--- src/rtl/dma_controller_pkg.sv ---
// Shared types and constants for the single-channel memory-to-memory DMA engine.
// Holds the FSM states, the register map, the CTRL/STATUS bit positions and the byte-mask helper.
package dma_controller_pkg;

    typedef enum logic [1:0] {
        IDLE,
        RD,
        CAPT,
        WR
    } dma_state_t;

    // One select per bus device, decoded from the bus address.
    typedef struct packed {
        logic ram;
        logic rom;
        logic uart;
        logic intc;
        logic dma;
    } chip_select_t;

    localparam logic [3:0] DMA_REG_SRC    = 4'd0;
    localparam logic [3:0] DMA_REG_DST    = 4'd1;
    localparam logic [3:0] DMA_REG_LEN    = 4'd2;
    localparam logic [3:0] DMA_REG_CTRL   = 4'd3;
    localparam logic [3:0] DMA_REG_STATUS = 4'd4;
    localparam logic [3:0] DMA_REG_REMAIN = 4'd5;

    localparam int CTRL_START  = 0;
    localparam int CTRL_IRQ_EN = 1;
    localparam int CTRL_ABORT  = 2;
    localparam int CTRL_FILL   = 3;

    localparam int STAT_BUSY    = 0;
    localparam int STAT_DONE    = 1;
    localparam int STAT_ABORTED = 2;

    function automatic logic [31:0] apply_wmask(input logic [31:0] old_val,
                                                input logic [31:0] new_val,
                                                input logic [3:0]  mask);
        logic [31:0] res;
        for (int b = 0; b < 4; b++) begin
            res[b*8 +: 8] = mask[b] ? new_val[b*8 +: 8] : old_val[b*8 +: 8];
        end
        return res;
    endfunction

endpackage

--- src/rtl/dma_controller.sv ---
// Single-channel DMA engine: CPU register window plus an FSM that steals idle shared-bus cycles.
// Optional macro DMA_FILL_EN adds CTRL.FILL: write the SRC value as a constant pattern to LEN words.
module dma_controller
    import dma_controller_pkg::*;
#(
    parameter int LEN_W = 16
) (
    input  logic        clk_i,
    input  logic        reset_ni,
    output logic        interrupt_o,
    input  logic        chip_select_i,
    input  logic [3:0]  addr_i,
    input  logic        read_enable_i,
    output logic [31:0] read_data_o,
    input  logic [31:0] write_data_i,
    input  logic [3:0]  write_mask_i,
    input  logic        cpu_bus_busy_i,
    output logic        m_active_o,
    output logic [31:0] m_addr_o,
    output logic        m_read_enable_o,
    output logic [31:0] m_write_data_o,
    output logic [3:0]  m_write_mask_o,
    input  logic [31:0] m_read_data_i
);

    dma_state_t       state_q, state_d;
    logic [31:0]      src_q, src_d, dst_q, dst_d;
    logic [31:0]      wsrc_q, wsrc_d, wdst_q, wdst_d;
    logic [31:0]      buf_q, buf_d, rdata_q, rdata_d;
    logic [LEN_W-1:0] len_q, len_d, remain_q, remain_d;
    logic             irq_en_q, irq_en_d, done_q, done_d, aborted_q, aborted_d;

    logic        busy, wr_en, ctrl_hit, start, abort, fill;
    logic        rd_go, wr_go;
    logic [31:0] reg_rdata;

    assign busy     = (state_q != IDLE);
    assign wr_en    = chip_select_i && (|write_mask_i);
    assign ctrl_hit = wr_en && (addr_i == DMA_REG_CTRL) && write_mask_i[0];
    assign start    = ctrl_hit && write_data_i[CTRL_START];
    assign abort    = ctrl_hit && write_data_i[CTRL_ABORT];

`ifdef DMA_FILL_EN
    logic fill_q, fill_d;

    always_comb begin
        fill_d = fill_q;
        if (ctrl_hit) fill_d = write_data_i[CTRL_FILL];
    end

    always_ff @(posedge clk_i or negedge reset_ni) begin
        if (!reset_ni) fill_q <= 1'b0;
        else           fill_q <= fill_d;
    end

    assign fill = fill_q;
`else
    assign fill = 1'b0;
`endif

    always_comb begin
        // NOTE: every *_d starts from its held value so no path leaves it unassigned (no latches).
        state_d   = state_q;
        src_d     = src_q;
        dst_d     = dst_q;
        len_d     = len_q;
        wsrc_d    = wsrc_q;
        wdst_d    = wdst_q;
        remain_d  = remain_q;
        buf_d     = buf_q;
        irq_en_d  = irq_en_q;
        done_d    = done_q;
        aborted_d = aborted_q;

        if (wr_en && !busy) begin
            case (addr_i)
                DMA_REG_SRC: src_d = apply_wmask(src_q, write_data_i, write_mask_i) & ~32'h3;
                DMA_REG_DST: dst_d = apply_wmask(dst_q, write_data_i, write_mask_i) & ~32'h3;
                DMA_REG_LEN: len_d = LEN_W'(apply_wmask(32'(len_q), write_data_i, write_mask_i));
                default: ;
            endcase
        end
        if (ctrl_hit) irq_en_d = write_data_i[CTRL_IRQ_EN];
        if (wr_en && (addr_i == DMA_REG_STATUS) && write_mask_i[0]) begin
            if (write_data_i[STAT_DONE])    done_d    = 1'b0;
            if (write_data_i[STAT_ABORTED]) aborted_d = 1'b0;
        end

        case (state_q)
            IDLE: begin
                if (start && !abort) begin
                    wsrc_d    = src_q;
                    wdst_d    = dst_q;
                    remain_d  = len_q;
                    aborted_d = 1'b0;
                    done_d    = (len_q == '0);
                    if (len_q != '0) state_d = fill ? WR : RD;
                end
            end
            RD: if (!cpu_bus_busy_i) state_d = CAPT;
            CAPT: begin
                buf_d   = m_read_data_i;
                state_d = WR;
            end
            WR: begin
                if (!cpu_bus_busy_i) begin
                    wdst_d   = wdst_q + 32'd4;
                    remain_d = remain_q - LEN_W'(1);
                    if (!fill) wsrc_d = wsrc_q + 32'd4;
                    if (remain_q == LEN_W'(1)) begin
                        state_d = IDLE;
                        done_d  = 1'b1;
                    end else begin
                        state_d = fill ? WR : RD;
                    end
                end
            end
            default: state_d = IDLE;
        endcase

        // Abort overrides any completion in the same cycle; counters keep what was moved.
        if (abort && busy) begin
            state_d   = IDLE;
            done_d    = 1'b0;
            aborted_d = 1'b1;
        end
    end

    always_comb begin
        reg_rdata = '0;
        case (addr_i)
            DMA_REG_SRC:    reg_rdata = src_q;
            DMA_REG_DST:    reg_rdata = dst_q;
            DMA_REG_LEN:    reg_rdata = 32'(len_q);
            DMA_REG_CTRL: begin
                reg_rdata[CTRL_IRQ_EN] = irq_en_q;
                reg_rdata[CTRL_FILL]   = fill;
            end
            DMA_REG_STATUS: begin
                reg_rdata[STAT_BUSY]    = busy;
                reg_rdata[STAT_DONE]    = done_q;
                reg_rdata[STAT_ABORTED] = aborted_q;
            end
            DMA_REG_REMAIN: reg_rdata = 32'(remain_q);
            default: ;
        endcase
        rdata_d = (chip_select_i && read_enable_i) ? reg_rdata : '0;
    end

    // NOTE: state flops use non-blocking assignments so every flop samples pre-edge values.
    always_ff @(posedge clk_i or negedge reset_ni) begin
        if (!reset_ni) begin
            state_q   <= IDLE;
            src_q     <= '0;
            dst_q     <= '0;
            len_q     <= '0;
            wsrc_q    <= '0;
            wdst_q    <= '0;
            remain_q  <= '0;
            buf_q     <= '0;
            rdata_q   <= '0;
            irq_en_q  <= 1'b0;
            done_q    <= 1'b0;
            aborted_q <= 1'b0;
        end else begin
            state_q   <= state_d;
            src_q     <= src_d;
            dst_q     <= dst_d;
            len_q     <= len_d;
            wsrc_q    <= wsrc_d;
            wdst_q    <= wdst_d;
            remain_q  <= remain_d;
            buf_q     <= buf_d;
            rdata_q   <= rdata_d;
            irq_en_q  <= irq_en_d;
            done_q    <= done_d;
            aborted_q <= aborted_d;
        end
    end

    // Bus outputs are gated combinationally by cpu_bus_busy_i so the CPU always wins.
    assign rd_go = (state_q == RD) && !cpu_bus_busy_i;
    assign wr_go = (state_q == WR) && !cpu_bus_busy_i;

    assign m_active_o      = rd_go || wr_go;
    assign m_read_enable_o = rd_go;
    assign m_addr_o        = rd_go ? wsrc_q : (wr_go ? wdst_q : 32'd0);
    assign m_write_data_o  = wr_go ? (fill ? wsrc_q : buf_q) : 32'd0;
    assign m_write_mask_o  = wr_go ? 4'hF : 4'h0;
    assign read_data_o     = rdata_q;
    assign interrupt_o     = done_q && irq_en_q;

endmodule

--- config.mk ---
export PLATFORM = sky130hd
export DESIGN_NAME = dma_controller
export DESIGN_NICKNAME = d
export VERILOG_FILES = /design/src/rtl/dma_controller_pkg.sv /design/src/rtl/dma_controller.sv
export SDC_FILE = /design/constraint.sdc
export NUM_CORES = 1
export LEC_CHECK = 0
export ABC_AREA = 1
export BUFFER_PORTS_ARGS = -buffer_cell sky130_fd_sc_hd__buf_2
export CORE_MARGIN = 2
export CORE_UTILIZATION = 52
export DETAILED_ROUTE_END_ITERATION = 12
export HOLD_SLACK_MARGIN = 0.03
export PLACE_DENSITY = 0.77
export SYNTH_ARGS = -nofsm -noshare
export SYNTH_HDL_FRONTEND = slang
export SYNTH_SLANG_ARGS = --single-unit
--- constraint.sdc ---
create_clock -name clk_i -period 1.6 [get_ports clk_i]
set_input_delay 0.4 -clock clk_i [delete_from_list [all_inputs] [get_ports clk_i]]
set_output_delay 0.4 -clock clk_i [all_outputs]
set_load 0.03 [all_outputs]
==> run metrics <==
outcome=finished, violations left; failing checks=setup timing; Rows=56; Root Driver=clkbuf_16; antenna viol nets, final=0; RSZ-0062 raised after global routing=yes; Setup violations, final=205; register area share after synthesis=between 40% and 50%; H-tree levels=1; Mapped Area=12210 sq um; Cells after Synth=1757; gr usage total=35.53%; crit end category=primary output; I/O Pins=180; Peak VDD IR=1.725 mV; largest stage delay on the critical path=0.43 ns; DRC=0; Post-Place Setup Slack=-0.3673 ns; Yosys top cell area share=a little under half; Startpoint Class=flip-flop; initial core utilization=52.50%; min Tclk post-route=2.400 ns; final std cells w/o fill=approximately 2400; Die H=roughly 160 um; CTS tree=built; post-DR wirelength/cell=19.26 um; Power Density=1937 nW/um^2; met1 Resource Use GR=43.38%; CP Data Arrival Time=approximately 2.0 ns; share of cells above drive strength 1=26.12%; total grt overflow=0; fillers=~1600; Final Max Slew Viols=0; Register Area=roughly 5500 sq um; Die X-Extent=157.3 um; Top Usage Layer GRT=met2; crit-path max FO=5; Setup Skew=0.02418 ns; dpl hpwl=30120 um; overall routed net length=46250 um; syn avg cell area=slightly below 7 sq um; routability cong.=a little under 1; largest net degree at the start of global routing=87; vias in the first global route=13160; Main synth FF type=dfrtp_1; most frequent cell after synthesis=nand2_1; IO buf count=177; grt met3 use=under 10%; area leader, netlist=dfrtp_1; CTS buffer count=25; register bit total from synthesis=221; asr flop ratio synth=100.0%; count of cell types in the netlist=30; DRT iter0 DRCs=1493; antenna violations before repair=0; Vias/cell=5.647; Final #Nets=2152; worst hold path type=input port to flip-flop; Tcrit/Tclk final=150.0%; clk slew on worst S/H paths=about 0.060 ns; maximum clock frequency=416.7 MHz; worst-path cell chain=inv_2 > ha_4 > inv_8 > nor2_4 > inv_6 > buf_4 > o21ai_4 > buf_6; placed cells=2317; P_leak=around 8.4 nW; final setup margin=-0.8000 ns; Crit Path Category=flip-flop to primary output; number of flops mapped to enable cells by yosys=0; first-pass GRT wire length=68250 um; Pre-Repair DR Iteration Count=8; core area=between 20000 and 25000 sq um; die area=roughly 25000 sq um; vias=13560; synth-to-layout area growth=45.99%; Worst EP required=approximately 1.2 ns; clock sink count=approximately 220; met2 GRT Util=59.14%; Clk Latency, worst-skew pair=0.56 ns; Area contributors post-synth=dfrtp_1 45%, nand2_1 16%, o21ai_0 7.7%, inv_1 6.3%, nor2_1 5.9%; max-cap check violation count=0; Core Util, Final=roughly 77%; area of the multi-input gates=6505 sq um; Commonest cells post-synth=536 x nand2_1, 221 x dfrtp_1, 204 x inv_1; Syn. warnings=0; Fin. Hold Viols=0; ANT cells=0; CP max-delay cell=dfrtp_2; Max clock buf depth=3
## cells in the final DEF (no fill, tap or decap), types with 7 or more instances in the layout
cell type and count:
a21oi_1 52, a21oi_2 16, buf_12 42, buf_16 11
buf_2 108, buf_4 109, buf_6 72, clkbuf_16 37
clkbuf_8 7, dfrtp_1 219, inv_1 199, nand2_1 529
nand3_1 114, nand3_2 19, nand3b_1 7, nand4_1 8
nor2_1 159, nor2_4 39, o211ai_1 11, o21ai_0 144
o21ai_1 43, o21ai_4 30, o22ai_1 26
## sequential cells by signal, indices dropped and copies added (netlist names)
name / flops
irq_en_q: 1
src_q: 30
buf_q: 32
aborted_q: 1
state_q: 2
remain_q: 16
wdst_q: 30
len_q: 16
wsrc_q: 30
read_data_o: 32
done_q: 1
dst_q: 30
## kinds of logic (layout without fill, tap and decap cells)
logic type	after synthesis	after routing	synth area share [%]
adder cells (fa/ha/maj)	9	9	0.9221
AO/OA/AOI/OAI	335	335	14.28
buffers and inverters	288	613	9.384
AND/OR/NAND/NOR	897	897	29.67
XOR/XNOR	6	6	0.4303
flip-flops	221	221	45.28
other	1	2	0.03071
## stage by stage
| step | total power [mW] | cell area [sq um] | hold slack (ns) | TNS (ns) |
|---|---|---|---|---|
| floorplan | 18.40 | 13080 | 0.1044 | -10.78 |
| detailed placement | 23.44 | 15300 | 0.3406 | -51.60 |
| global route | 36.25 | 17830 | 0.05863 | -109.43 |
| CTS | 32.26 | 17230 | 0.04126 | -86.92 |
| global placement | 23.05 | 15300 | 0.3397 | -40.24 |
| finish | 34.54 | 17830 | 0.05156 | -97.46 |
## report_power, final
group / leakage, nW / internal (mW) / switching [mW]
logic: 5.34 / 7.74 / 10.8
clock network: 0.427 / 3.68 / 2.45
registers: 2.66 / 7.77 / 2.06
total: 8.42 / 19.2 / 15.3
## what timing repair did
action / CTS / global route
pin swaps: 6 / 9
gates resized for setup: 171 / 82
cloned: 12 / 13
setup endpoints to repair: 224 / 251
buffers inserted: 11 / 6
hold buffers: 1 / 0
endpoints found under the hold margin: 38 / 0
## worst paths after layout
kind / start / end / slack (ns) / cells after the start
min: m_read_data_i[16] / buf_q[16]$_DFFE_PN0N_ / 0.05 / 3
max reg2reg: state_q[1]$_DFFE_PN0P_ / wdst_q[10]$_DFFE_PN0P_ / -0.59 / 12
max: state_q[1]$_DFFE_PN0P_ / m_addr_o[18] / -0.80 / 8
min reg2reg: src_q[4]$_DFFE_PN0P_ / src_q[4]$_DFFE_PN0P_ / 0.49 / 2
min in group asynchronous: reset_ni / dst_q[27]$_DFFE_PN0P_ / 0.36 / 2
max in group asynchronous: reset_ni / wsrc_q[14]$_DFFE_PN0P_ / 0.70 / 3
## routing by layer
metal	up-vias	share of wire [%]
li1	6230	-
met1	6383	37
met2	746	47
met3	205	8.6
met4	0	7.4
met5	-	0
## critical path: cells and delay by family (launching register included)
kind	cells	cell delay (ns)
compound gates	1	0.16
fa+ha+maj	1	0.15
buf+inv	5	0.55
flops	1	0.43
simple gates	1	0.13
## final cells by class
cell class | count | share of cell area, %
clock buffers | 36 | 4.133
clock inverters | 8 | 0.7439
inverters | 209 | 4.526
multi-input cells | 1249 | 36.48
flip-flops and latches | 221 | 31.03
well taps | 319 | 2.239
repair buffers | 360 | 20.84
(Power assumes the default switching activity.)
